**src/rtl/signed_mult_seq_if.sv**
```systemverilog
// Request/response bus of the sequential signed multiplier.
// When SIGNED_MULT_MAC_EN is defined, the bus also carries acc_clr.
interface signed_mult_seq_if #(
    parameter int unsigned WIDTH = 4
);
    logic                 start;
    logic [WIDTH-1:0]     x;
    logic [WIDTH-1:0]     y;
`ifdef SIGNED_MULT_MAC_EN
    logic                 acc_clr;
`endif
    logic                 busy;
    logic                 done;
    logic [2*WIDTH-1:0]   p;

    // Requester side (ALU opcode decoder)
    modport master (
`ifdef SIGNED_MULT_MAC_EN
        output acc_clr,
`endif
        output start, x, y,
        input  busy, done, p
    );

    // Multiplier side
    modport slave (
`ifdef SIGNED_MULT_MAC_EN
        input  acc_clr,
`endif
        input  start, x, y,
        output busy, done, p
    );
endinterface

```
**src/rtl/signed_mult_seq.sv**
```systemverilog
// Sequential WIDTH x WIDTH two's-complement multiplier.
// It performs one shift-and-add per clock through a single 2*WIDTH-bit adder.
// The sign-bit step subtracts instead of adding, so the product is correct
// for every operand pair, including most-negative x most-negative.
// Optional macro SIGNED_MULT_MAC_EN turns the block into a multiply-accumulate
// unit: the accumulator carries over between operations unless acc_clr is set.
module signed_mult_seq #(
    parameter int unsigned WIDTH = 4
) (
    input  logic              clk,
    input  logic              reset,
    signed_mult_seq_if.slave  bus
);
    localparam int unsigned PW    = 2 * WIDTH;
    localparam int unsigned CNT_W = (WIDTH > 1) ? $clog2(WIDTH) : 1;
    localparam logic [CNT_W-1:0] LAST_STEP = CNT_W'(WIDTH - 1);

    typedef enum logic [1:0] {
        S_IDLE = 2'd0,
        S_RUN  = 2'd1,
        S_DONE = 2'd2
    } state_t;

    state_t             r_state;
    logic [CNT_W-1:0]   r_step;
    logic [PW-1:0]      r_mcand;
    logic [WIDTH-1:0]   r_mplier;
    logic [PW-1:0]      r_acc;
    logic [PW-1:0]      r_p;
    logic               r_busy;
    logic               r_done;

    logic [PW-1:0]      w_shifted;
    logic [PW-1:0]      w_operand;
    logic [PW-1:0]      w_sum;
    logic               w_bit;
    logic               w_sub;
    logic               w_cin;

    // Single adder path: add the shifted multiplicand, or subtract it on the sign-bit step via ~op + 1
    always_comb begin
        w_shifted = r_mcand << r_step;
        w_bit     = r_mplier[r_step];
        w_sub     = (r_step == LAST_STEP);
        w_operand = '0;
        w_cin     = 1'b0;
        if (w_bit) begin
            w_operand = w_sub ? ~w_shifted : w_shifted;
            w_cin     = w_sub;
        end
        w_sum = r_acc + w_operand + PW'(w_cin);
    end

    // Control FSM with registered handshake outputs and datapath registers
    always_ff @(posedge clk) begin
        if (reset) begin
            r_state  <= S_IDLE;
            r_step   <= '0;
            r_mcand  <= '0;
            r_mplier <= '0;
            r_acc    <= '0;
            r_p      <= '0;
            r_busy   <= 1'b0;
            r_done   <= 1'b0;
        end else begin
            case (r_state)
                S_IDLE: begin
                    r_done <= 1'b0;
                    if (bus.start) begin
                        r_mcand  <= {{WIDTH{bus.x[WIDTH-1]}}, bus.x};
                        r_mplier <= bus.y;
                        r_step   <= '0;
                        r_busy   <= 1'b1;
                        r_state  <= S_RUN;
`ifdef SIGNED_MULT_MAC_EN
                        if (bus.acc_clr) begin
                            r_acc <= '0;
                        end
`else
                        r_acc    <= '0;
`endif
                    end
                end
                S_RUN: begin
                    r_acc  <= w_sum;
                    r_step <= r_step + CNT_W'(1);
                    if (r_step == LAST_STEP) begin
                        r_p     <= w_sum;
                        r_done  <= 1'b1;
                        r_state <= S_DONE;
                    end
                end
                S_DONE: begin
                    r_done  <= 1'b0;
                    r_busy  <= 1'b0;
                    r_state <= S_IDLE;
                end
                default: begin
                    r_state <= S_IDLE;
                    r_busy  <= 1'b0;
                    r_done  <= 1'b0;
                end
            endcase
        end
    end

    assign bus.busy = r_busy;
    assign bus.done = r_done;
    assign bus.p    = r_p;

endmodule
```
**src/flat_wrapper.sv**
```systemverilog
// flat-port wrapper written by rule: the top's interface ports become plain ports
module signed_mult_seq_flat 
#(
    parameter int unsigned WIDTH = 4
)
  (clk, reset, bus_start, bus_x, bus_y, bus_busy, bus_done, bus_p);
  signed_mult_seq_if #(.WIDTH(WIDTH)) bus_i ();
  input  logic clk;
  input  logic reset;
  input wire logic [$bits(bus_i.start)-1:0] bus_start;
  input wire logic [$bits(bus_i.x)-1:0] bus_x;
  input wire logic [$bits(bus_i.y)-1:0] bus_y;
  output wire logic [$bits(bus_i.busy)-1:0] bus_busy;
  output wire logic [$bits(bus_i.done)-1:0] bus_done;
  output wire logic [$bits(bus_i.p)-1:0] bus_p;
  assign bus_i.start = bus_start;
  assign bus_i.x = bus_x;
  assign bus_i.y = bus_y;
  assign bus_busy = bus_i.busy;
  assign bus_done = bus_i.done;
  assign bus_p = bus_i.p;
  signed_mult_seq #(.WIDTH(WIDTH)) u_core (.clk(clk), .reset(reset), .bus(bus_i));
endmodule
```
**config.mk**
```make
export PLATFORM = sky130hd
export DESIGN_NAME = signed_mult_seq_flat
export DESIGN_NICKNAME = d
export VERILOG_FILES = /design/src/rtl/signed_mult_seq_if.sv /design/src/rtl/signed_mult_seq.sv /design/src/flat_wrapper.sv
export SDC_FILE = /design/constraint.sdc
export NUM_CORES = 1
export LEC_CHECK = 0
export CAP_MARGIN = 0
export CORE_UTILIZATION = 40
export DETAILED_ROUTE_END_ITERATION = 7
export HOLD_SLACK_MARGIN = 0.12
export PLACE_DENSITY = 0.67
export SLEW_MARGIN = 40
export SYNTH_ARGS = -nofsm -noshare
export SYNTH_HDL_FRONTEND = slang
export SYNTH_SLANG_ARGS = --single-unit
```
**constraint.sdc**
```tcl
create_clock -name clk -period 4.15 [get_ports clk]
set_input_delay 0.83 -clock clk [delete_from_list [all_inputs] [get_ports clk]]
set_output_delay 0.83 -clock clk [all_outputs]
set_load 0.03 [all_outputs]
```
==> results of run 1 <==
[worst max-delay path: cells and delay by family, from the launching register on]
kind                       cells  cell delay (ns)
xor gates and xnor gates       1             0.16
buffers and inverters          1             0.05
adders and majority gates      2             0.62
muxes                          1             0.61
DFF                            1             0.59
and+or+nand+nor                1             0.11
AOI/OAI and AO/OA              4             0.68
[layout make-up]
cell class | count | area [um2] | area share, %
Inverter | 3 | 11.3 | 0.578
Sequential cell | 30 | 601 | 30.8
Multi-Input combinational cell | 149 | 958 | 49.2
Tap cell | 48 | 60.1 | 3.08
Clock inverter | 3 | 40.0 | 2.06
Clock buffer | 5 | 68.8 | 3.53
Timing Repair Buffer | 21 | 208 | 10.7
[stage by stage]
step | total power [mW] | hold WS (ns) | setup slack, ns | util [%]
after detailed placement | 0.387 | 0.447 | 1.25 | 49.1
after CTS | 0.670 | 0.469 | 1.22 | 52.0
after global placement | 0.386 | 0.445 | 1.27 | 49.1
final | 0.663 | 0.462 | 1.21 | 52.0
after floorplan | 0.362 | 0.425 | 1.37 | -
after global routing | 0.692 | 0.484 | 0.985 | 52.0
[sequential cells by signal (all words and copies together) (netlist names)]
| signal | flops |
|---|---|
| u_core.bus.p | 8 |
| u_core.r_mplier | 4 |
| u_core.r_state | 2 |
| u_core.bus.done | 1 |
| u_core.r_acc | 8 |
| u_core.r_step | 2 |
| u_core.bus.busy | 1 |
| u_core.r_mcand | 4 |
[layout by cell type, fill, tap and decap left out, types with 2 or more instances in the layout]
cell              n
a211oi_1          3
a21o_1            4
a21oi_1          21
a22o_1            4
and2_1            2
and2_4            2
clkbuf_8          5
clkdlybuf4s50_1  20
clkinv_2          2
dfxtp_1          30
fa_1              2
ha_1              7
inv_1             3
mux2i_1           3
mux4_2            2
nand2_1          39
nand2b_1          3
nand3b_1          5
nand4_1           2
nor2_1           16
nor2b_1           2
o21ai_0           9
o21bai_1          2
xnor2_1           5
xor2_1            4
[cell families (layout without fill, tap and decap cells)]
family	after synthesis	in the layout	synth area share, %
adders and majority gates	9	9	7.97
muxes	6	6	5.39
DFF	30	30	37.5
AOI/OAI and AO/OA	47	47	17.8
xor gates and xnor gates	10	10	6.33
buffers and inverters	11	32	2.66
and+or+nand+nor	77	77	22.3
[worst min-delay path by stage]
stage                               start               to  slack [ns]  depth (start not counted)
after floorplan           u_core.r_acc[0]  u_core.r_acc[0]        0.43                          2
after global placement    u_core.r_acc[0]  u_core.r_acc[0]        0.45                          2
after detailed placement  u_core.r_acc[0]  u_core.r_acc[0]        0.45                          2
after CTS                 u_core.r_acc[0]  u_core.r_acc[0]        0.47                          2
after global routing      u_core.r_acc[6]  u_core.r_acc[6]        0.48                          2
final                     u_core.r_acc[6]  u_core.r_acc[6]        0.46                          2
[power by group through the flow]
stage                     Combinational (mW)  Clock (mW)  Sequential, mW
after floorplan                       0.0506           0           0.312
after global placement                0.0719           0           0.314
after detailed placement              0.0722           0           0.315
after CTS                             0.0725       0.289           0.308
after global routing                  0.0813       0.301           0.310
final                                 0.0723       0.282           0.309
[per-layer routing]
metal  vias to the layer above  routed length, um
met5                         -                  0
met4                         0                 32
met3                         4                113
met2                        23               1420
met1                       588               1740
li1                        700                  -
==> run summary, run 1 <==
Status - finished, final reports clean
RD Place Congestion - 0.868
GRT Overall Usage - 17.4%
Worst EP arrival - 3.09 ns
Antenna-violating nets left - 0
Final Hold Viols - 0
Final cell count without fillers - 259
Syn Nets - 210
Die X-Extent - 65.3 um
Sequential fraction of the synthesis area - 37.5%
Met2 Use GR - 25.8%
Top cell type's share of synthesized area - 37.5%
Most common cell in the netlist - nand2_1
Clock network power share - 42.6%
Routed vias - 1315
Worst-case reg-to-reg path depth - 10
Synth area leaders - dfxtp_1 38%, nand2_1 9.1%, a21oi_1 6.6%, ha_1 5.5%, nor2_1 3.8%
Register-to-register setup slack - 1.21 ns
Final setup vio count - 0
Slowest-stage cell, CP - mux4_2
Most frequent CP cell - fa_1
# Max-Cap Violations - 0
Cell accounting for the most synthesized area - dfxtp_1
Top cells by count, synth - 39 x nand2_1, 30 x dfxtp_1, 21 x a21oi_1, 16 x nor2_1, 9 x o21ai_0
Layout overhead on the synthesized area - 21.6%
Switch Pwr - 0.155 mW
CP max FO - 12
Share of post-route cells with drive strength above 1 - 7.58%
CTS root buf - clkbuf_8
Flops & latches, synth - 30
Sw Ratio - 23.4%
Nets@finish - 230
N_diodes - 0
M1 GR Usage - 24.5%
CTS Hold Buffers Added - 0
Global-route wire length before repair - 5640 um
Busiest grt layer - met2
Sequential Power Share - 46.5%
Pin count of the biggest net entering global routing - 14
Worst Setup End Kind - flip-flop
Worst Path Required - 4.30 ns
DP HPWL - 2400 um
Starting density of the core - 42.8%
Initial antenna violation count - 0
Gate power share - 10.9%
CTS max path bufs - 2
Average routed wire per standard cell - 12.8 um
Peak per-stage delay on the critical path - 0.61 ns
Static leakage - 0.786 nW
Skew final - 0.00668 ns
Tcrit/Tclk final - 70.7%
CP Cell Sequence - mux4_2, nand2_1, fa_1, inv_1, fa_1, a211oi_1, o21bai_1, a21oi_1, xor2_1, o21ai_0
Vias per cell - 5.08
Die area - 0.00426 mm2
FF-to-FF End - u_core.r_acc[6]
Maximum clock frequency - 341 MHz
Worst Tran Pin Value - 0.684 ns
Worst setup endpoint - u_core.r_acc[6]
TritonCTS clock tree - built
# fillers - 400
Site Rows - 22
Core Box Area - 0.00374 mm2
Vias in the first global route - 1256
RSZ-0062 raised after global routing - false
Routed WL - 3310 um
Number of enable flip-flop cells after synthesis - 0
Setup tns final - 0 ns
Syn. warnings - 0
Placed Cells - 251
Internal - 0.508 mW
Post-CTS setup buffers - 0
Detailed-route DRC error count - 0
Ports - 21
CTS buffer count - 5
Port bufs - 20
Hold Crit Class - flip-flop to flip-flop
Ys async rst share - 0%
Initial DRT Pass Iterations - 4
Final instance area - 0.00195 mm2
# clock sinks - 30
Peak VDD IR - 193 uV
Number of distinct library cells after synthesis - 36
CP Launch Type - flip-flop
Relative slew slack - 54.2%
Die Ht - 65.3 um
Clock Pin Slew Worst Setup and Hold Paths - 0.07 ns
Synth Cell Area - 0.00160 mm2
Post-DP Area - 0.00184 mm2
Final slew viol count - 0
CTS resizes - 0
Count of mapped cells out of synthesis - 190
Power per cell area - 341 mW/mm2
Syn avg cell area - 8.43 um2
Ys flop type - dfxtp_1
Met3 usage - 4.17%
Clock Latency Late Sink - 0.28 ns
Initial drt markers - 60
H-tree Lvls - 2
Setup CP Type - flip-flop to flip-flop
Crit path from - u_core.r_step[0]
Min Tclk post-route - 2.94 ns
Reg2reg start - u_core.r_step[0]
Remaining Overflow, GRT - 0
Note: power is estimated with default switching activity, not from simulation.
==> run 2, diff against run 1 <==
- clock period: 4.15 -> 3 ns (I/O delays scaled with it)
==> run 2 against run 1 <==
Combinational power up 44%. Clock power up 20%. Register-to-register slack worse by 0.90 ns. Die area unchanged. Sequential share of layout area down 0.40 points. Cell count up 2.3%. Wire length down 0.97%. Flip-flop and latch count unchanged. Via count up 1.8%. Global-route usage up 1.2 points. Critical path type unchanged. Largest cell class unchanged. Largest power group unchanged. Highest routed layer unchanged.
==> run summary, run 2 (same netlist as run 1, synthesis figures left out) <==
Hold Crit Class - flip-flop to flip-flop
Worst Path Required - 3.16 ns
Die Ht - 65.3 um
Sw Ratio - 25.4%
Peak VDD IR - 307 uV
Routed WL - 3270 um
Initial antenna violation count - 0
Pin count of the biggest net entering global routing - 14
Initial drt markers - 32
Nets@finish - 236
Global-route wire length before repair - 5880 um
Worst Path Buf+Inv - 1
CTS root buf - clkbuf_8
Clock Pin Slew Worst Setup and Hold Paths - 0.07 ns
N_diodes - 0
Commonest cells after routing, fill and taps aside - 39 x nand2_1, 28 x dfxtp_1, 20 x a21oi_1, 20 x clkdlybuf4s50_1, 16 x nor2_1
DP HPWL - 2350 um
Final instance area - 0.00198 mm2
Switch Pwr - 0.220 mW
CP Launch Type - flip-flop
Worst Tran Pin Value - 0.494 ns
Starting density of the core - 42.8%
Worst Setup End Kind - flip-flop
Most frequent CP cell - fa_1
RSZ-0062 raised after global routing - false
Setup CP Type - flip-flop to flip-flop
# Max-Cap Violations - 0
Port bufs - 20
Site Rows - 22
Tcrit/Tclk final - 89.5%
Vias per cell - 5.05
# clock sinks - 30
Antenna-violating nets left - 0
Clock network power share - 38.9%
Leading cell type in the layout, fill and taps excluded - nand2_1
M1 GR Usage - 23.3%
Relative slew slack - 67.0%
H-tree Lvls - 2
GRT Overall Usage - 18.5%
Sequential Power Share - 49.1%
Gate power share - 12.0%
Clock Latency Late Sink - 0.29 ns
Final Core Density - 52.9%
CP Cell Sequence - mux4_2, nand2_1, fa_1, inv_1, fa_1, a211oi_1, o21bai_1, a21oi_2, xor2_1, o21ai_0
Maximum clock frequency - 372 MHz
Static leakage - 0.808 nW
CTS max path bufs - 2
Final slew viol count - 0
Worst EP arrival - 2.84 ns
Average routed wire per standard cell - 12.4 um
Met2 Use GR - 29.0%
Slowest-stage cell, CP - mux4_2
Post-CTS setup buffers - 0
Min Tclk post-route - 2.69 ns
CP max FO - 9
CTS buffer count - 5
Register-to-register setup slack - 0.31 ns
Post-DP Area - 0.00188 mm2
Ports - 21
RD Place Congestion - 0.866
Detailed-route DRC error count - 0
Skew final - 0.00643 ns
Routed vias - 1339
Power per cell area - 438 mW/mm2
Core Box Area - 0.00374 mm2
Initial DRT Pass Iterations - 4
Met3 usage - 5.21%
Busiest grt layer - met2
Status - finished, final reports clean
Final Hold Viols - 0
Final setup vio count - 0
Layout overhead on the synthesized area - 23.7%
Internal - 0.647 mW
Remaining Overflow, GRT - 0
Die X-Extent - 65.3 um
Share of post-route cells with drive strength above 1 - 11.1%
Vias in the first global route - 1300
Die area - 0.00426 mm2
Setup tns final - 0 ns
Peak per-stage delay on the critical path - 0.56 ns
Crit path max-delay family - compound AO/OA/AOI/OAI gates
TritonCTS clock tree - built
[run 2: changes by cell type in the layout (fill, tap and decap cells not counted), sizes merged]
cell,delta
clkbuf,+2
clkinv,-1
buf,+6
bufinv,-1
[run 2: worst reg2reg max path, stage by stage (launching register included)]
cell and delay (ns):
dfxtp_2 0.42, mux4_2 0.56, nand2_1 0.10, fa_1 0.18, inv_1 0.05, fa_1 0.42, a211oi_1 0.23, o21bai_1 0.13
a21oi_2 0.20, xor2_1 0.17, o21ai_0 0.09
[run 2: routing by layer]
layer | vias to the layer above | share of wire, %
met3 | 6 | 3.6
met5 | - | 0
li1 | 711 | -
met1 | 599 | 52
met2 | 23 | 42
met4 | 0 | 2.1
[run 2: power groups by stage]
stage               registers, mW  clock network (mW)  logic (mW)
finish                      0.426               0.338       0.104
global route                0.428               0.362       0.117
CTS                         0.425               0.347       0.105
detailed placement          0.434                   0       0.104
global placement            0.434                   0       0.103
floorplan                   0.431                   0      0.0700
[run 2: final timing paths]
path                    start         endpoint  cells after the start
max          u_core.r_step[0]  u_core.r_acc[6]                     10
min           u_core.bus.p[4]  u_core.bus.p[4]                      2
max reg2reg  u_core.r_step[0]  u_core.r_acc[6]                     10
min reg2reg   u_core.bus.p[4]  u_core.bus.p[4]                      2
[run 2: metrics by stage]
stage / instances / power (mW) / setup slack [ns] / hold WS, ns
after floorplan: 190 / 0.501 / 0.225 / 0.425
final: 265 / 0.867 / 0.314 / 0.458
after global placement: 257 / 0.537 / 0.204 / 0.442
after global routing: 265 / 0.907 / 0.0567 / 0.474
after detailed placement: 257 / 0.538 / 0.182 / 0.447
after CTS: 265 / 0.877 / 0.150 / 0.460
[run 2: layout make-up]
class / count / area, um2
clock buffers: 7 / 86.3
clock inverters: 1 / 5.00
fillers: 364 / 1760
inverters: 3 / 11.3
multi-input cells: 149 / 962
flip-flops and latches: 30 / 603
well taps: 48 / 60.1
repair buffers: 27 / 253
[run 2: timing repair]
item	in CTS	in global routing
hold buffers	0	0
gates resized for setup	0	3
endpoints found under the setup margin	0	2
==> run 3, diff against run 2 <==
- HOLD_SLACK_MARGIN: 0.12 -> 0.06
==> results of run 3 <==
Final layout, timing and power as in run 2 (identical DEF).
